$ cat src/rtl/uart_control_module.sv
// ----------------------------------------------------------------------------
// uart_control_module
//
// Purpose:
//   Receives an 8N1 byte stream on a UART line and decodes it into display
//   control commands for the LED panel driver.
//   - 'R' <arg>           : colour-plane enables  <= arg[2:0]
//   - 'b' <arg>           : brightness enables    <= arg[5:0]
//   - 'L' <row> <128 x d> : writes one pixel row into the frame RAM
//
// Parameters:
//   UART_CLK_TICKS_PER_BIT : clk_in cycles per UART bit
//   UART_CLK_TICKS_WIDTH   : width of the bit-tick counter
//
// Ports:
//   clk_in            : system clock, rising edge
//   reset             : asynchronous, active-low reset
//   uart_rx           : serial input, idle high, LSB first
//   rx_running        : high from start-bit detection to stop-bit sample
//   rgb_enable        : colour-plane enables {B,G,R}
//   brightness_enable : brightness bit-plane enables
//   ram_data_out      : frame RAM write data
//   ram_address       : frame RAM write address {row, byte_index}
//   ram_write_enable  : one-cycle write strobe
//   ram_clk_enable    : RAM clock enable, mirrors the write strobe
//   ram_reset         : active-high RAM reset (inverse of reset)
//   cmd_line_state2   : command FSM state code
// ----------------------------------------------------------------------------
module uart_control_module #(
    parameter int UART_CLK_TICKS_PER_BIT = 9,
    parameter int UART_CLK_TICKS_WIDTH   = 4
) (
    input  logic        clk_in,
    input  logic        reset,
    input  logic        uart_rx,
    output logic        rx_running,
    output logic [2:0]  rgb_enable,
    output logic [5:0]  brightness_enable,
    output logic [7:0]  ram_data_out,
    output logic [11:0] ram_address,
    output logic        ram_write_enable,
    output logic        ram_clk_enable,
    output logic        ram_reset,
    output logic [1:0]  cmd_line_state2
);

    // Tick counter terminal values: the start bit is checked half a bit
    // after detection, every later sample is one full bit further on.
    localparam logic [UART_CLK_TICKS_WIDTH-1:0] HALF_BIT_LAST =
        UART_CLK_TICKS_WIDTH'(UART_CLK_TICKS_PER_BIT / 2 - 1);
    localparam logic [UART_CLK_TICKS_WIDTH-1:0] FULL_BIT_LAST =
        UART_CLK_TICKS_WIDTH'(UART_CLK_TICKS_PER_BIT - 1);

    localparam logic [7:0] OPCODE_RGB    = 8'h52;  // 'R'
    localparam logic [7:0] OPCODE_BRIGHT = 8'h62;  // 'b'
    localparam logic [7:0] OPCODE_ROW    = 8'h4C;  // 'L'

    localparam logic [6:0] LAST_BYTE_INDEX = 7'd127;

    typedef enum logic [1:0] {
        RX_IDLE  = 2'd0,
        RX_START = 2'd1,
        RX_DATA  = 2'd2,
        RX_STOP  = 2'd3
    } rx_state_t;

    typedef enum logic [1:0] {
        CMD_IDLE = 2'd0,
        CMD_ARG  = 2'd1,
        CMD_DATA = 2'd2
    } cmd_state_t;

    typedef enum logic [1:0] {
        ARG_RGB    = 2'd0,
        ARG_BRIGHT = 2'd1,
        ARG_ROW    = 2'd2
    } arg_kind_t;

    // Receiver signals
    logic                            rx_sync1;
    logic                            rx_sync2;
    rx_state_t                       rx_state;
    logic [UART_CLK_TICKS_WIDTH-1:0] tick_count;
    logic [2:0]                      bit_count;
    logic [7:0]                      shift_reg;
    logic [7:0]                      rx_byte;
    logic                            byte_valid;

    // Command decoder signals
    cmd_state_t cmd_state;
    arg_kind_t  arg_kind;
    logic [4:0] row;
    logic [6:0] byte_index;

    // The RAM is held in reset whenever this block is.
    assign ram_reset       = ~reset;
    assign cmd_line_state2 = cmd_state;

    // Two-flop synchroniser; resets to the idle-high line level so that
    // leaving reset never looks like a start bit.
    always_ff @(posedge clk_in or negedge reset) begin
        if (!reset) begin
            rx_sync1 <= 1'b1;
            rx_sync2 <= 1'b1;
        end else begin
            rx_sync1 <= uart_rx;
            rx_sync2 <= rx_sync1;
        end
    end

    // UART receiver. A low line in idle starts a frame; the start bit is
    // re-checked at its midpoint to reject glitches, then data and stop bits
    // are sampled at their midpoints. The receiver returns to idle at the
    // stop-bit sample, so a start bit directly following the stop bit is
    // picked up without any idle gap. Frames with a low stop bit are
    // silently dropped.
    always_ff @(posedge clk_in or negedge reset) begin
        if (!reset) begin
            rx_state   <= RX_IDLE;
            tick_count <= '0;
            bit_count  <= '0;
            shift_reg  <= '0;
            rx_byte    <= '0;
            byte_valid <= 1'b0;
            rx_running <= 1'b0;
        end else begin
            byte_valid <= 1'b0;
            case (rx_state)
                RX_IDLE: begin
                    if (!rx_sync2) begin
                        rx_state   <= RX_START;
                        tick_count <= '0;
                        rx_running <= 1'b1;
                    end
                end
                RX_START: begin
                    if (tick_count == HALF_BIT_LAST) begin
                        tick_count <= '0;
                        if (rx_sync2) begin
                            rx_state   <= RX_IDLE;
                            rx_running <= 1'b0;
                        end else begin
                            rx_state  <= RX_DATA;
                            bit_count <= '0;
                        end
                    end else begin
                        tick_count <= tick_count + 1'b1;
                    end
                end
                RX_DATA: begin
                    if (tick_count == FULL_BIT_LAST) begin
                        tick_count <= '0;
                        shift_reg  <= {rx_sync2, shift_reg[7:1]};
                        bit_count  <= bit_count + 1'b1;
                        if (bit_count == 3'd7) begin
                            rx_state <= RX_STOP;
                        end
                    end else begin
                        tick_count <= tick_count + 1'b1;
                    end
                end
                RX_STOP: begin
                    if (tick_count == FULL_BIT_LAST) begin
                        tick_count <= '0;
                        rx_state   <= RX_IDLE;
                        rx_running <= 1'b0;
                        if (rx_sync2) begin
                            rx_byte    <= shift_reg;
                            byte_valid <= 1'b1;
                        end
                    end else begin
                        tick_count <= tick_count + 1'b1;
                    end
                end
                default: begin
                    rx_state   <= RX_IDLE;
                    rx_running <= 1'b0;
                end
            endcase
        end
    end

    // Command decoder. Only acts on cycles with a freshly received byte.
    // Outside IDLE every byte is payload, so opcode values are not
    // interpreted there. The RAM address/data registers keep their last
    // value between writes; only the strobes are cleared every cycle.
    always_ff @(posedge clk_in or negedge reset) begin
        if (!reset) begin
            cmd_state         <= CMD_IDLE;
            arg_kind          <= ARG_RGB;
            row               <= '0;
            byte_index        <= '0;
            rgb_enable        <= 3'b111;
            brightness_enable <= 6'b111111;
            ram_data_out      <= '0;
            ram_address       <= '0;
            ram_write_enable  <= 1'b0;
            ram_clk_enable    <= 1'b0;
        end else begin
            ram_write_enable <= 1'b0;
            ram_clk_enable   <= 1'b0;
            if (byte_valid) begin
                case (cmd_state)
                    CMD_ARG: begin
                        case (arg_kind)
                            ARG_RGB: begin
                                rgb_enable <= rx_byte[2:0];
                                cmd_state  <= CMD_IDLE;
                            end
                            ARG_BRIGHT: begin
                                brightness_enable <= rx_byte[5:0];
                                cmd_state         <= CMD_IDLE;
                            end
                            ARG_ROW: begin
                                row        <= rx_byte[4:0];
                                byte_index <= '0;
                                cmd_state  <= CMD_DATA;
                            end
                            default: begin
                                cmd_state <= CMD_IDLE;
                            end
                        endcase
                    end
                    CMD_DATA: begin
                        ram_data_out     <= rx_byte;
                        ram_address      <= {row, byte_index};
                        ram_write_enable <= 1'b1;
                        ram_clk_enable   <= 1'b1;
                        // The index stops at 127 rather than wrapping; the
                        // FSM leaves DATA on that final write.
                        if (byte_index == LAST_BYTE_INDEX) begin
                            cmd_state <= CMD_IDLE;
                        end else begin
                            byte_index <= byte_index + 1'b1;
                        end
                    end
                    // IDLE and the unused code 3 both decode opcodes.
                    default: begin
                        cmd_state <= CMD_IDLE;
                        case (rx_byte)
                            OPCODE_RGB: begin
                                arg_kind  <= ARG_RGB;
                                cmd_state <= CMD_ARG;
                            end
                            OPCODE_BRIGHT: begin
                                arg_kind  <= ARG_BRIGHT;
                                cmd_state <= CMD_ARG;
                            end
                            OPCODE_ROW: begin
                                arg_kind  <= ARG_ROW;
                                cmd_state <= CMD_ARG;
                            end
                            default: begin
                                cmd_state <= CMD_IDLE;
                            end
                        endcase
                    end
                endcase
            end
        end
    end

endmodule

$ cat config.mk
export PLATFORM = sky130hd
export DESIGN_NAME = uart_control_module
export DESIGN_NICKNAME = d
export VERILOG_FILES = /design/src/rtl/uart_control_module.sv
export SDC_FILE = /design/constraint.sdc
export NUM_CORES = 1
export LEC_CHECK = 0
export BUFFER_PORTS_ARGS = -buffer_cell sky130_fd_sc_hd__buf_2
export CORE_UTILIZATION = 50
export DETAILED_ROUTE_END_ITERATION = 8
export HOLD_SLACK_MARGIN = 0.06
export PLACE_DENSITY = 0.76
export SLEW_MARGIN = 20
export SYNTH_ARGS = -nofsm -noshare
export SYNTH_HDL_FRONTEND = slang
export SYNTH_SLANG_ARGS = --single-unit
$ cat constraint.sdc
create_clock -name clk_in -period 2.56 [get_ports clk_in]
set_clock_uncertainty 0.15 [all_clocks]
set_input_delay 0.384 -clock clk_in [delete_from_list [all_inputs] [get_ports clk_in]]
set_output_delay 0.384 -clock clk_in [all_outputs]
set_load 0.01 [all_outputs]
==> metrics.md <==
| Metric | Value |
|---|---|
| Final Net Count | `303` |
| Post-synth top cells | `64 x dfrtp_1, 50 x mux2_2, 13 x a21oi_1` |
| Die area | `0.00682 sq mm` |
| Syn-to-layout area delta | `15.2%` |
| Largest net degree at the start of global routing | `51` |
| Core Rows | `28` |
| Syn Nets | `259` |
| Max_cap viols | `0` |
| TritonCTS clock tree | `built` |
| Num CTS Buffers | `9` |
| CTS Sinks | `75` |
| Sw Ratio | `24.9%` |
| Worst R2R Path Depth | `6` |
| EDFF count, synth | `0` |
| Max Clock Freq | `491 MHz` |
| Unrepaired setup endpoints after global routing | `false` |
| Core ar. | `0.00610 sq mm` |
| Avg Cell Area, Syn | `13.0 sq um` |
| Hold path depth | `0` |
| Hold_ws | `208 ps` |
| Power Dens Cells | `713 mW/mm^2` |
| Share of cells above drive strength 1 | `41.3%` |
| Switch Pwr | `665 uW` |
| Warnings from Yosys | `0` |
| Die Wd | `82.6 microns` |
| Slew margin rel. | `60.0%` |
| Power Total | `2.67 mW` |
| Maximum vdd drop | `476 uV` |
| GP Congestion | `0.798` |
| Clock power frac | `37.8%` |
| Top cells by area, synth | `dfrtp_1 49%, mux2_2 17%, dfstp_2 8.9%` |
| Cells after Synth | `249` |
| Initial Util | `53.2%` |
| CTS max path bufs | `2` |
| Part of the power in registers | `50.6%` |
| Critical-path cell list | `inv_1 > ha_1 > nand3b_4 > nor2_1 > and3_1 > mux2_2` |
| Setup CP Type | `reg -> reg` |
| Starting DRC count in detailed routing | `137` |
| CTS root buf | `clkbuf_8` |
| Top_reg_cell synth | `dfrtp_1` |
| Design area | `0.00374 sq mm` |
| Worst Path Arrival | `2110 ps` |
| Post-cts gate resize count | `0` |
| CP peak stage delay | `440 ps` |
| Min-delay worst type | `reg -> reg` |
| Max Transition Viols Final | `0` |
| Top cell type's share of synthesized area | `49.3%` |
| Max reg flops | `12` |
| Dpl cell area | `0.00349 sq mm` |
| Type of destination of the critical path | `register` |
| Unique masters post-synth | `47` |
| Combinational power share | `11.5%` |
| Clock transition at path regs | `70 ps` |
| Hold Path Origin | `rx_sync1` |
| Register area share after synthesis | `58.2%` |
| Util after Layout | `61.4%` |
| Via Count | `2058` |
| Initial antenna violation count | `0` |
| DRC | `0` |
| Final min period | `2040 ps` |
| Post-CTS Hold Buffers | `2` |
| Worst-path maximum fanout | `9` |
| Setup TNS | `0 ps` |
| Required @ worst endpoint | `2630 ps` |
| Leakage power | `1.92 nW` |
| Final setup fails | `0` |
| Count leader, synth | `dfrtp_1` |
| Vias in the first global route | `2008` |
| Worst r2r src | `tick_count[0]` |
| CTS H-tree lvls | `3` |
| Post-Syn Area | `0.00325 sq mm` |
| Largest register by flop count | `ram_address` |
| Hold Path End | `rx_sync2` |
| ANT nets after route | `0` |
| Register area | `0.00189 sq mm` |
| Crit-path slowest cell | `and3_1` |
| Final period util | `79.6%` |
| Boundary pin count | `38` |
| Run status | `complete, no violations` |
| IO buf count | `37` |
| GR Overflow Total | `0` |
| Multi-input gate area | `0.00124 sq mm` |
| Worst slack, placed | `505 ps` |
| Dpl cells | `355` |
| Skew-Pair Late Insertion Delay | `330 ps` |
| Setup crit start kind | `register` |
| Hold Violations, Final | `0` |
| FF-to-FF End | `rx_byte[2]` |
| Drt via density | `5.52` |
| Wire per inst | `14.8 microns` |
| Detailed Place HPWL | `3790 microns` |
| Post-CTS Setup Bufs | `0` |
| Internal power | `2.00 mW` |
| Synthesized flop and latch total | `75` |
| GR Util All Layers | `18.6%` |
| DRT Pass-1 Iters | `4` |
| Post-synthesis async set-or-reset flop share | `100%` |
| Filler instances | `504` |
| Final worst slack | `521 ps` |
| Drt total wl | `5520 microns` |
| First-pass GRT wire length | `9220 microns` |
| Largest area contributor in the synthesized netlist | `dfrtp_1` |
| Worst-margin pin slew | `600 ps` |
| Setup slack, reg-to-reg | `520 ps` |
| N_diodes | `0` |
| Die height | `82.6 microns` |
| Final Non-Filler Cells | `373` |
==> power by group through the flow <==
stage	Clock, mW	Sequential [mW]	Combinational, mW
2_1_floorplan	0	1.33	0.268
3_5_place_dp	0	1.37	0.309
4_1_cts	1.04	1.35	0.314
5_1_grt	1.09	1.36	0.350
3_3_place_gp	0	1.37	0.294
6_report	1.01	1.35	0.307
==> cells by family after synthesis <==
kind of cell,after synthesis,synth area share [%]
AO/OA/AOI/OAI,43,8.67
buffers and inverters,22,3.51
multiplexers,51,17.7
flip-flops,75,58.3
AND/OR/NAND/NOR,51,9.18
adder cells (fa/ha/maj),7,2.70
==> per-layer routing <==
layer | track usage [%] | vias to the layer above | part of all wire, %
li1 | - | 981 | -
met1 | 22.8 | 1035 | 46
met2 | 30.2 | 36 | 50
met3 | 5.05 | 6 | 3.7
met4 | 9.14 | 0 | 1.2
met5 | 0 | - | 0
==> placed cells by master, fill, tap and decap left out, drive strengths merged, types with 3 or more instances in the layout <==
master | netlist | final
buf | 8 | 42
dfstp | 11 | 11
mux2 | 51 | 51
nand2 | 11 | 11
o21ai | 11 | 11
clkbuf | 3 | 12
inv | 11 | 11
nor2 | 9 | 9
nor3 | 3 | 3
nand2b | 5 | 5
a21oi | 13 | 13
ha | 7 | 7
dfrtp | 64 | 64
nand3 | 8 | 8
==> worst max-delay path, delay by kind of cell (launching register included) <==
kind / cells / cell delay [ps]
buffers and inverters: 1 / 100
flip-flops: 1 / 390
AND/OR/NAND/NOR: 3 / 680
adder cells (fa/ha/maj): 1 / 210
multiplexers: 1 / 390
==> cell type report <==
type	count	area share, %
clock buffers	12	4.15
clock inverters	4	1.94
repair buffers	44	6.56
flip-flops and latches	75	50.6
multi-input cells	152	33.2
inverters	11	1.10
well taps	75	2.51
==> worst max path at each step <==
stage                             startpoint             to  slack [ps]  cells past startpoint
after floorplan                tick_count[0]     rx_byte[0]         810                      7
after global placement         tick_count[0]     rx_byte[0]         600                      6
after detailed placement       tick_count[0]     rx_byte[2]         500                      6
after CTS                      tick_count[0]     rx_byte[2]         490                      6
after global routing      cmd_line_state2[0]  byte_index[0]         360                      6
final                          tick_count[0]     rx_byte[2]         520                      6
No activity file was read; power rests on OpenSTA's default activity.
